## src/rtl/inv_mix_columns_seq.sv

```systemverilog
// Iterative AES InvMixColumns: one shared 4-byte column datapath, one column per clock.
// Accepts a 128-bit state on in_valid/in_ready and returns it on out_valid/out_ready.
module inv_mix_columns_seq (
  input  logic         clk,
  input  logic         rst_n,
  input  logic         in_valid,
  output logic         in_ready,
  input  logic [127:0] in_state,
  output logic         out_valid,
  input  logic         out_ready,
  output logic [127:0] out_state
);

  localparam int unsigned STATE_W = 128;
  localparam int unsigned BYTE_W  = 8;
  localparam int unsigned ROWS    = 4;
  localparam int unsigned CNT_W   = 2;

  typedef enum logic [1:0] {
    IDLE = 2'd0,
    BUSY = 2'd1,
    DONE = 2'd2
  } state_e;

  state_e                  state_q, state_d;
  logic [CNT_W-1:0]        col_cnt_q, col_cnt_d;
  logic [STATE_W-1:0]      src_q, src_d;
  logic [STATE_W-1:0]      res_q, res_d;
  logic                    in_ready_q, in_ready_d;
  logic                    out_valid_q, out_valid_d;

  logic [ROWS-1:0][BYTE_W-1:0] col_a, col_b;
  logic [ROWS-1:0][BYTE_W-1:0] a_x2, a_x4, a_x8;
  logic [ROWS-1:0][BYTE_W-1:0] m_09, m_0b, m_0d, m_0e;

  function automatic logic [BYTE_W-1:0] xtime(input logic [BYTE_W-1:0] x);
    return {x[BYTE_W-2:0], 1'b0} ^ (x[BYTE_W-1] ? 8'h1B : 8'h00);
  endfunction

  // Byte s[r][c] lives at bit offset 8*(4r+c); column col_cnt_q is the active one.
  always_comb begin : col_select
    col_a = '0;
    for (int unsigned r = 0; r < ROWS; r++) begin
      col_a[r] = src_q[BYTE_W*(ROWS*r + 32'(col_cnt_q)) +: BYTE_W];
    end
  end

  always_comb begin : col_math
    a_x2 = '0;
    a_x4 = '0;
    a_x8 = '0;
    m_09 = '0;
    m_0b = '0;
    m_0d = '0;
    m_0e = '0;
    for (int unsigned r = 0; r < ROWS; r++) begin
      a_x2[r] = xtime(col_a[r]);
      a_x4[r] = xtime(a_x2[r]);
      a_x8[r] = xtime(a_x4[r]);
      m_09[r] = a_x8[r] ^ col_a[r];
      m_0b[r] = a_x8[r] ^ a_x2[r] ^ col_a[r];
      m_0d[r] = a_x8[r] ^ a_x4[r] ^ col_a[r];
      m_0e[r] = a_x8[r] ^ a_x4[r] ^ a_x2[r];
    end
    col_b[0] = m_0e[0] ^ m_0b[1] ^ m_0d[2] ^ m_09[3];
    col_b[1] = m_09[0] ^ m_0e[1] ^ m_0b[2] ^ m_0d[3];
    col_b[2] = m_0d[0] ^ m_09[1] ^ m_0e[2] ^ m_0b[3];
    col_b[3] = m_0b[0] ^ m_0d[1] ^ m_09[2] ^ m_0e[3];
  end

  always_ff @(posedge clk or negedge rst_n) begin : state_reg
    if (!rst_n) begin
      state_q <= IDLE;
    end else begin
      state_q <= state_d;
    end
  end

  always_comb begin : next_state
    state_d = state_q;
    case (state_q)
      IDLE:    if (in_valid) state_d = BUSY;
      BUSY:    if (col_cnt_q == CNT_W'(3)) state_d = DONE;
      DONE:    if (out_ready) state_d = IDLE;
      default: state_d = IDLE;
    endcase
  end

  always_comb begin : outputs
    col_cnt_d   = col_cnt_q;
    src_d       = src_q;
    res_d       = res_q;
    in_ready_d  = (state_d == IDLE);
    out_valid_d = (state_d == DONE);
    case (state_q)
      IDLE: begin
        if (in_valid) begin
          src_d     = in_state;
          col_cnt_d = '0;
        end
      end
      BUSY: begin
        for (int unsigned r = 0; r < ROWS; r++) begin
          res_d[BYTE_W*(ROWS*r + 32'(col_cnt_q)) +: BYTE_W] = col_b[r];
        end
        col_cnt_d = col_cnt_q + CNT_W'(1);
      end
      default: ;
    endcase
  end

  // Output flags are pre-decoded from the next state so they leave a flop directly.
  always_ff @(posedge clk or negedge rst_n) begin : data_reg
    if (!rst_n) begin
      col_cnt_q   <= '0;
      src_q       <= '0;
      res_q       <= '0;
      in_ready_q  <= 1'b1;
      out_valid_q <= 1'b0;
    end else begin
      col_cnt_q   <= col_cnt_d;
      src_q       <= src_d;
      res_q       <= res_d;
      in_ready_q  <= in_ready_d;
      out_valid_q <= out_valid_d;
    end
  end

  assign in_ready  = in_ready_q;
  assign out_valid = out_valid_q;
  assign out_state = res_q;

endmodule
```

## config.mk

```make
export PLATFORM = sky130hd
export DESIGN_NAME = inv_mix_columns_seq
export DESIGN_NICKNAME = d
export VERILOG_FILES = /design/src/rtl/inv_mix_columns_seq.sv
export SDC_FILE = /design/constraint.sdc
export NUM_CORES = 1
export LEC_CHECK = 0
export ABC_AREA = 0
export CORE_UTILIZATION = 55
export CTS_CLUSTER_DIAMETER = 200
export DETAILED_ROUTE_END_ITERATION = 12
export PLACE_DENSITY_LB_ADDON = 0.12
export SLEW_MARGIN = 10
export SYNTH_ARGS = -nofsm -noshare
export SYNTH_HDL_FRONTEND = slang
export SYNTH_SLANG_ARGS = --single-unit
```

## constraint.sdc

```tcl
create_clock -name clk -period 7.5 [get_ports clk]
set_clock_uncertainty 0.05 [all_clocks]
set_input_delay 1.5 -clock clk [delete_from_list [all_inputs] [get_ports clk]]
set_output_delay 1.5 -clock clk [all_outputs]
set_load 0.1 [all_outputs]
```

==> flow_metrics.py, run 1 <==
metrics = {
    "status": {
        "status": "finished, final reports clean",
    },
    "grt": {
        "grt_pass1_vias": 9274,
        "grt.met1_usage_pct": 38.02,
        "track_usage_pct": 28.33,
        "grt_use_met2_pct": 46.20,
        "antenna_found_initial": 0,
        "gr-usage-met3_pct": 5.253,
        "top_usage_layer": "met2",
        "grt_max_degree": 136,
        "grt_pass1_wl_um": 52930,
        "grt-ovfl-total": 0,
    },
    "logic_synthesis": {
        "syn_nets": 1181,
        "yosys-mux-area-fraction_pct": 16.30,
        "seq_area_frac_synth_pct": 48.58,
        "synth_fa_ha_area_share_pct": 0.7416,
        "syn_avg_cell_area_um2": 12.97,
        "synth_edf_count": 0,
        "ys_types": 47,
        "synthTopCellsByArea": "dfrtp_1 (48%), mux2_2 (11%), xnor2_1 (7.2%)",
        "yosysWarnings": 0,
        "syn_inst": 1041,
        "synth_flop_cell": "dfrtp_1",
        "synth_top_cell_by_area": "dfrtp_1",
        "synth-seq-cells": 262,
        "yosys.area_share.simple_pct": 5.747,
        "syn_area_mm2": 0.01350,
        "yosysTopAreaCellShare_pct": 48.39,
        "synth.most_common_cell": "dfrtp_1",
        "synth_top_family_by_area": "XOR/XNOR gates",
        "synth_compound_area_share_pct": 7.332,
        "synth_common_cells": "dfrtp_1 (261), mux2_2 (128), xnor2_1 (111)",
        "synth_xor_area_share_pct": 18.42,
        "async_flop_share_pct": 100.0,
    },
    "run": {
        "drv_cap": 0,
    },
    "sta": {
        "drv_slew": 0,
        "finalHoldViolCount": 0,
        "tightest_slew_ps": 1204,
        "max_slew_margin_pct": 19.52,
        "period_minus_slack_ps": 4413,
        "fin_crit_sh_pct": 58.84,
        "max_freq_mhz": 226.6,
        "fin_setup_tns_ps": 0,
        "setup_viol": 0,
        "rsz0062_at_grt": "false",
    },
    "layout": {
        "fin_nets": 1415,
        "area_growth_pct": 27.32,
        "fillers": 1671,
        "n_antenna_cell": 0,
        "layout-drive-gt1-share_pct": 18.66,
        "postLayoutCoreUtil_pct": 72.35,
        "fin_cells": 1616,
        "multiInputGateArea_mm2": 0.006564,
        "seq_area_mm2": 0.006560,
    },
    "clock_network": {
        "h-tree-depth": 1,
        "post_cts.repair.setup_buffers": 0,
        "clk_latency_ps": 540,
        "clock-sinks": 262,
        "numCtsBuffers": 28,
        "cts_tree": "built",
        "clk_pin_slew_worst_paths_ps": 60,
        "root_buffer": "clkbuf_16",
        "cts_buffer_depth": 3,
        "ctsResizeCount": 0,
        "cts_hold_buf": 0,
    },
    "placement": {
        "portBuffers": 261,
        "dp_hpwl_um": 24800,
        "place_congestion": 0.9430,
        "dp_cells": 1564,
    },
    "detailed_routing": {
        "wl_per_cell_um": 21.32,
        "via_per_inst": 5.662,
        "wirelength_um": 34460,
        "drtPass1Iterations": 5,
        "detail-route-antenna-nets": 0,
        "drc": 0,
        "drt_iter0_markers": 532,
        "via_count": 9149,
    },
    "floorplanning": {
        "fp-row-count": 56,
        "die_h_um": 158.7,
        "die_x_um": 158.7,
        "io_pins": 262,
        "initial_core_util_pct": 56.83,
        "fp.dieArea_mm2": 0.02517,
        "core_area_mm2": 0.02375,
    },
    "worst_setup_path": {
        "arrival_ps": 4770,
        "path_cells": "buf_4 -> mux4_1 -> xor2_4 -> xor3_1 -> xnor3_1 -> and2_1 -> a221oi_1 -> nor2_1",
        "crit_path_max_incr_delay_ps": 870,
        "cpMaxStageDelayCell": "mux4_1",
        "required_ps": 7860,
        "crit_type": "flip-flop to flip-flop",
        "cp_max_fo": 26,
        "crit_path_start_kind": "flip-flop",
        "endpoint_kind": "flip-flop",
    },
    "min_path": {
        "hold_class": "flip-flop to flip-flop",
    },
}
-- state kept, by name, summed over array words and instances (netlist names) --
name       count
col_cnt_q      2
src_q        128
out_state    128
in_ready       1
out_valid      1
state_q        2
-- layout by cell type, fill, tap and decap left out, drive strengths merged, types with 3 or more instances in the layout --
cell and instances:
nand2 100, a221oi 28, clkdlybuf4s50 260, and2 8, inv 4, o211ai 4, a22o 22, a21oi 3
nor3 3, mux2 128, clkinv 7, buf 10, nand3 5, bufinv 3, xor3 4, nor2 67
clkbuf 42, nor2b 3, mux4 32, xor2 34, dfrtp 261, o21ai 75, a22oi 13, xnor3 31
xnor2 131, ha 8
-- logic make-up (layout without fill, tap and decap cells) --
| logic type | count (synthesis) | count (layout) |
|---|---|---|
| multiplexers | 160 | 160 |
| flip-flops | 262 | 262 |
| adder cells (fa/ha/maj) | 8 | 8 |
| AO/OA/AOI/OAI | 149 | 149 |
| XOR/XNOR | 200 | 200 |
| buffers and inverters | 70 | 326 |
| AND/OR/NAND/NOR | 192 | 192 |
-- through the flow --
step / hold slack (ps) / area (µm²) / setup WS, ps
after CTS: 435.1 / 17190 / 3077
after global routing: 449.6 / 17190 / 2804
after floorplan: 422.0 / 13500 / 4300
after detailed placement: 418.9 / 16240 / 3118
final: 427.7 / 17190 / 3087
after global placement: 409.8 / 16240 / 3165
-- cell type report --
type,count,area share [%]
clock buffer,42,4.798
clock inverter,10,0.7281
inverter,4,0.08737
multi-input combinational,709,38.19
sequential,262,38.17
tap,319,2.323
timing repair buffer,270,15.70
-- critical path, delay by kind of cell (launching register included) --
kind / cells / cell delay [ps]
DFF: 1 / 710
muxes: 1 / 870
xor gates and xnor gates: 3 / 1470
and+or+nand+nor: 2 / 330
buffers and inverters: 1 / 530
AOI/OAI and AO/OA: 1 / 320
-- metal layers --
| metal | part of all wire, % | vias up |
|---|---|---|
| met3 | 7.0 | 69 |
| met5 | 0 | - |
| met4 | 3.6 | 0 |
| met1 | 41 | 4596 |
| li1 | - | 4122 |
| met2 | 48 | 362 |
-- final timing paths --
check                                   start            end  slack, ps  cells after the start
min in group asynchronous               rst_n   out_state[6]        940                      1
worst max register to register   col_cnt_q[0]  out_state[78]       3090                      8
worst min register to register  out_state[82]  out_state[82]        430                      2
max in group asynchronous               rst_n       src_q[2]       5220                      2
worst max-delay path             col_cnt_q[0]  out_state[78]       3090                      8
worst min-delay path            out_state[82]  out_state[82]        430                      2
Power of run 1 is not shown: default switching activity piles up to over one toggle a cycle in this logic, so the estimate is an artifact.
==> run 2: changes to the inputs <==
- CORE_UTILIZATION: 55 -> 48
- clock period: 7.5 -> 4 ns (I/O delays scaled with it)
==> run 2 against run 1 <==
Against the previous run: final cell count grew 6.7%; maximum frequency up 17%; worst hold slack worse by 280 ps; sequential share of layout area is 1.0 points lower; flip-flop and latch count did not move; utilization shrank 8.6 points; non-clock buffer count up 54; via count up 2.3%.
==> flow_metrics.py, run 2 (synthesis results as in run 1) <==
metrics = {
    "sta": {
        "fin_crit_sh_pct": 94.57,
        "setup_viol": 0,
        "fin_ws_ps": 217.2,
        "tightest_slew_ps": 1013,
        "fin_setup_tns_ps": 0,
        "max_slew_margin_pct": 32.29,
        "max_freq_mhz": 264.4,
        "rsz0062_at_grt": "false",
        "finalHoldViolCount": 0,
        "drv_slew": 0,
        "period_minus_slack_ps": 3783,
    },
    "layout": {
        "n_antenna_cell": 0,
        "fin_nets": 1468,
        "multiInputGateArea_mm2": 0.006564,
        "layout-drive-gt1-share_pct": 21.90,
        "final_common_cell": "clkdlybuf4s50_1",
        "seq_area_mm2": 0.006560,
        "area_growth_pct": 30.89,
        "final_cell_mix": "clkdlybuf4s50_1 (260), dfrtp_1 (259), mux2_2 (128)",
        "fin_cells": 1725,
        "fin_area_mm2": 0.01767,
        "fillers": 2215,
    },
    "detailed_routing": {
        "wl_per_cell_um": 21.24,
        "via_count": 9360,
        "detail-route-antenna-nets": 0,
        "drc": 0,
        "via_per_inst": 5.426,
        "drt_iter0_markers": 740,
        "drtPass1Iterations": 5,
        "wirelength_um": 36640,
    },
    "clock_network": {
        "cts_hold_buf": 0,
        "numCtsBuffers": 27,
        "ctsResizeCount": 0,
        "root_buffer": "clkbuf_16",
        "h-tree-depth": 1,
        "post_cts.repair.setup_buffers": 0,
        "clk_latency_ps": 540,
        "cts_tree": "built",
        "clk_pin_slew_worst_paths_ps": 70,
        "clock-sinks": 262,
        "cts_buffer_depth": 3,
    },
    "placement": {
        "portBuffers": 261,
        "dp_hpwl_um": 27630,
        "place_congestion": 0.9354,
        "dpl_worst_slack_ps": 258.6,
        "dp_cells": 1677,
        "place_area_mm2": 0.01676,
    },
    "floorplanning": {
        "die_x_um": 169.7,
        "initial_core_util_pct": 48.72,
        "fp.dieArea_mm2": 0.02879,
        "core_area_mm2": 0.02771,
        "fp-row-count": 61,
        "io_pins": 262,
        "die_h_um": 169.7,
    },
    "min_path": {
        "hold_class": "input pin to async pin",
    },
    "status": {
        "status": "finished, final reports clean",
    },
    "worst_setup_path": {
        "r2r-end": "out_state[45]",
        "worst_r2r_startpoint": "col_cnt_q[0]",
        "arrival_ps": 4200,
        "r2r_slack_ps": 220,
        "reg2reg_depth": 8,
        "crit_type": "flip-flop to flip-flop",
        "crit_path_start_kind": "flip-flop",
        "endpoint_kind": "flip-flop",
        "required_ps": 4410,
        "cp_max_fo": 12,
    },
    "grt": {
        "grt_max_degree": 106,
        "antenna_found_initial": 0,
        "grt-ovfl-total": 0,
        "grt_pass1_vias": 9623,
        "grt_pass1_wl_um": 57260,
        "track_usage_pct": 26.17,
    },
    "run": {
        "drv_cap": 0,
    },
}
[run 2: cell count changes in the layout (fill, tap and decap cells not counted)]
cell	delta
clkbuf_1	-3
buf_4	+50
clkbuf_8	+1
clkbuf_16	-2
buf_12	+4
[run 2: final cells by class]
type / count / area share, %
timing repair buffer: 324 / 17.85
tap: 378 / 2.677
sequential: 262 / 37.13
clock buffer: 38 / 4.398
inverter: 4 / 0.08499
clock inverter: 10 / 0.7082
multi-input combinational: 709 / 37.15
[run 2: routing by layer]
metal	share of wire [%]	track usage (%)
met1	43	36.21
met2	48	43.34
met3	5.5	3.242
met4	2.9	7.677
met5	0	0
[run 2: critical path, stage by stage (launching register included)]
cell,delay [ps]
dfrtp_2,580
buf_4,310
mux4_2,710
xnor3_1,520
xnor3_1,420
xnor2_1,150
xnor2_1,600
a221oi_1,210
nor2_1,150
[run 2: worst max-delay path by stage]
stage                            start            end  slack (ps)  depth (start not counted)
after floorplan           col_cnt_q[0]  out_state[43]         800                         10
after global placement    col_cnt_q[0]  out_state[45]         300                          9
after detailed placement  col_cnt_q[0]  out_state[53]         260                          8
after CTS                 col_cnt_q[0]  out_state[53]         270                          8
after global routing      col_cnt_q[0]  out_state[45]          40                          8
final                     col_cnt_q[0]  out_state[45]         220                          8
[run 2: per-stage QoR]
| step | utilization [%] | hold slack, ps |
|---|---|---|
| final | 63.77 | 151.6 |
| after CTS | 63.77 | 175.3 |
| after floorplan | - | 422.0 |
| after detailed placement | 60.51 | 423.1 |
| after global routing | 63.77 | 198.8 |
| after global placement | 60.51 | 411.1 |
Power of run 2 is left out for the same reason.
==> run 3: changes to the inputs <==
- RECOVER_POWER: not set -> 50
==> run 3 against run 2 <==
Against the previous run: the flow now finishes with violations (capacitance limit, slew limit); maximum frequency shrank 0.22%; final cell count is the same; critical path depth is the same; setup slack lost 8.3 ps; via count shrank 0.31%; global-route usage is the same; highest routed layer unchanged; routed wire length grew 0.38%; utilization shrank 0.29 points; register-to-register slack is essentially flat; flip-flop and latch count is the same; worst hold slack gained 280 ps; die area is the same; critical path type unchanged.
==> flow_metrics.py, run 3 (synthesis results as in run 1) <==
metrics = {
    "floorplanning": {
        "core_area_mm2": 0.02771,
        "initial_core_util_pct": 48.72,
        "die_h_um": 169.7,
        "fp-row-count": 61,
        "io_pins": 262,
        "die_x_um": 169.7,
        "fp.dieArea_mm2": 0.02879,
    },
    "sta": {
        "rsz0062_at_grt": "false",
        "drv_slew": 92,
        "setup_viol": 0,
        "period_minus_slack_ps": 3791,
        "fin_crit_sh_pct": 94.78,
        "finalHoldViolCount": 0,
        "max_slew_margin_pct": -16.34,
        "fin_setup_tns_ps": 0,
        "max_freq_mhz": 263.8,
        "tightest_slew_ps": 1745,
    },
    "clock_network": {
        "clk_latency_ps": 540,
        "cts_buffer_depth": 3,
        "post_cts.repair.setup_buffers": 0,
        "cts_tree": "built",
        "h-tree-depth": 1,
        "clk_pin_slew_worst_paths_ps": 70,
        "clock-sinks": 262,
        "root_buffer": "clkbuf_16",
        "numCtsBuffers": 27,
        "ctsResizeCount": 0,
        "cts_hold_buf": 0,
    },
    "worst_setup_path": {
        "cp_max_fo": 12,
        "reg2reg_depth": 8,
        "crit_type": "flip-flop to flip-flop",
        "path_delay_family": "XOR/XNOR gates",
        "path_cells": "buf_4 -> mux4_2 -> xnor3_1 -> xnor3_1 -> xnor2_1 -> xnor2_1 -> a221oi_1 -> nor2_1",
        "worst-path-buf-inv": 1,
        "cp.depth": 8,
        "cp-startpoint": "col_cnt_q[0]",
        "required_ps": 4420,
        "crit_path_max_incr_delay_ps": 710,
        "crit_path_start_kind": "flip-flop",
        "r2r_slack_ps": 210,
        "cpMaxStageDelayCell": "mux4_2",
        "endpoint_kind": "flip-flop",
        "arrival_ps": 4210,
        "r2r-end": "out_state[45]",
        "cp-endpoint": "out_state[45]",
        "worst_r2r_startpoint": "col_cnt_q[0]",
    },
    "layout": {
        "final_cell_mix": "clkdlybuf4s50_1 (259), dfrtp_1 (259), mux2_2 (128)",
        "fin_area_mm2": 0.01759,
        "area_growth_pct": 30.29,
        "seq_area_mm2": 0.006560,
        "layout-drive-gt1-share_pct": 21.38,
        "fillers": 2227,
        "n_antenna_cell": 0,
        "multiInputGateArea_mm2": 0.006556,
        "fin_nets": 1468,
    },
    "min_path": {
        "hold_class": "flip-flop to flip-flop",
    },
    "detailed_routing": {
        "via_per_inst": 5.409,
        "drc": 0,
        "drtPass1Iterations": 5,
        "via_count": 9331,
        "wirelength_um": 36780,
        "drt_iter0_markers": 704,
        "detail-route-antenna-nets": 0,
        "wl_per_cell_um": 21.32,
    },
    "grt": {
        "track_usage_pct": 26.17,
        "grt_max_degree": 106,
        "grt_pass1_wl_um": 57260,
        "grt_pass1_vias": 9623,
        "grt-ovfl-total": 0,
        "antenna_found_initial": 0,
    },
    "status": {
        "status": "finished, violations left",
        "failed_checks": "capacitance limit, slew limit",
    },
    "run": {
        "drv_cap": 2,
    },
    "placement": {
        "dp_hpwl_um": 27630,
        "portBuffers": 261,
        "place_area_mm2": 0.01676,
        "place_congestion": 0.9354,
    },
}
-- run 3: cell type report --
| cell class | count | share of cell area [%] |
|---|---|---|
| timing repair buffer | 324 | 17.52 |
| clock inverter | 10 | 0.7114 |
| inverter | 4 | 0.08537 |
| clock buffer | 38 | 4.418 |
| tap | 378 | 2.689 |
| sequential | 262 | 37.30 |
| multi-input combinational | 709 | 37.28 |
-- run 3: metrics by stage --
step | std cells | util [%] | setup WS [ps] | hold WS [ps]
final | 1725 | 63.48 | 208.9 | 432.1
after global routing | 1725 | 63.48 | 44.80 | 463.9
after CTS | 1725 | 63.77 | 270.3 | 175.3
after detailed placement | 1677 | 60.51 | 258.6 | 423.1
after global placement | 1677 | 60.51 | 300.8 | 411.1
after floorplan | 1041 | - | 799.6 | 422.0
-- run 3: worst min path at each step --
stage	from	endpoint	slack [ps]	depth (start not counted)
floorplan	src_q[106]	src_q[106]	420	1
global placement	out_state[109]	out_state[109]	410	2
detailed placement	out_state[112]	out_state[112]	420	2
CTS	rst_n	out_state[13]	180	1
global route	out_state[112]	out_state[112]	460	2
finish	out_state[106]	out_state[106]	430	2
-- run 3: worst reg2reg max path, stage by stage (launching register included) --
cell	delay [ps]
dfrtp_2	580
buf_4	310
mux4_2	710
xnor3_1	530
xnor3_1	430
xnor2_1	150
xnor2_1	620
a221oi_1	210
nor2_1	140
-- run 3: metal layers --
metal | global-route usage [%] | up-vias | routed length [µm]
li1 | - | 4217 | -
met1 | 36.21 | 4714 | 16030
met2 | 43.34 | 337 | 17820
met3 | 3.242 | 63 | 1924
met4 | 7.677 | 0 | 1000
met5 | 0 | - | 0
Power of run 3 is left out for the same reason.
==> RTL change (config.mk and constraints of run 2) <==
Set the localparam `CNT_W` to 4 (it was 2).
--- a/src/rtl/inv_mix_columns_seq.sv
+++ b/src/rtl/inv_mix_columns_seq.sv
@@ -15,5 +15,5 @@
   localparam int unsigned BYTE_W  = 8;
   localparam int unsigned ROWS    = 4;
-  localparam int unsigned CNT_W   = 2;
+  localparam int unsigned CNT_W   = 4;
 
   typedef enum logic [1:0] {
Check against the original RTL: not settled (the Yosys comparison gave no result); the edit may change what the design does.
==> RTL change against run 2 <==
- the flow now finishes with violations (setup timing)
- final area is 68% higher
- sequential cell count is 2 higher
- routed wire length grew to 3.0 times the old value
- worst hold slack better by 0.058 ns
- fmax is 14% lower
- synthesized area is 47% higher
- worst setup slack worse by 0.60 ns
- critical path type unchanged
Power is left out: the tool's default activity adds up to more than one toggle a clock period on the data nets, which glitch-free logic cannot reach.
==> RTL change: results (changes against run 2) <==
| Metric | Value |
|---|---|
| Status | complete, but fails checks (was finished, final reports clean) |
| Failing checks | setup timing |
| Clock buffer cells | 32 (was 38) |
| Sequential share of cell area | 0.223 (was 0.371) |
| Initial drt markers | 2981 (was 740) |
| Setup ws final | -0.387 ns (was 0.217 ns) |
| Vias | 23084 (was 9360) |
| Top Family by Delay on Critical Path | compound AO/OA/AOI/OAI gates (was XOR/XNOR gates) |
| Layout area overhead | 50.0% (was 30.9%) |
| Global routing met2 resource utilization | 0.759 (was 0.433) |
| Multi-input gate area | 0.0138 sq mm (was 0.00656 sq mm) |
| First-pass GRT wire length | 146 mm (was 57.3 mm) |
| Final Net Count | 2872 (was 1468) |
| Final TNS setup | -18.49 ns (was 0 ns) |
| Mapped Cells | 2032 (was 1041) |
| Antenna violations before repair | 9 (was 0) |
| Buffers, non-clock | 786 (was 324) |
| Register bit total from synthesis | 264 (was 262) |
| Layout cells sized above 1 | 0.369 (was 0.219) |
| Post-synth cell types | 90 (was 47) |
| Critical path's largest stage delay | 0.53 ns (was 0.71 ns) |
| Share of the synthesized area in the top cell type | 0.332 (was 0.484) |
| Compound-gate portion of the synthesized area | 0.184 (was 0.0733) |
| Non-clk buf share | 0.251 (was 0.178) |
| XOR/XNOR share of the synthesized area | 0.136 (was 0.184) |
| Post-Place Cells | 3140 (was 1677) |
| Crit path launch | col_cnt_q[1] (was col_cnt_q[0]) |
| Placed Area | 0.0264 sq mm (was 0.0168 sq mm) |
| DR vias/cell | 7.02 (was 5.43) |
| Final setup fails | 112 (was 0) |
| Fill cells | 2691 (was 2215) |
| Synth area leaders | dfrtp_1 33%, mux2_2 8.0%, mux4_2 5.8% (was dfrtp_1 48%, mux2_2 11%, xnor2_1 7.2%) |
[RTL change: cell count changes in the layout (fill, tap and decap cells not counted), moves of 26 or more]
cell	run 2	this run
a21oi_1	3	104
buf_12	5	51
buf_4	58	428
buf_6	0	37
mux2i_1	0	34
mux4_2	22	51
nand2_1	100	219
nor2_1	66	208
nor3_1	2	29
o21ai_0	67	41
o221ai_1	0	46
o22ai_1	0	61
xnor2_1	111	80
[RTL change: repair_timing]
action                     in CTS  in global routing
pin swaps                      12                106
gates cloned                    3                  3
gates resized for setup        59                237
setup buffers                  18                 70
setup endpoints to repair      65                115
hold buffers                    0                  0
[RTL change: metal layers]
metal,wire length [microns],vias to the layer above
met3,13900,868
li1,-,8987
met5,56,-
met1,36300,10947
met4,12300,6
met2,48300,2276
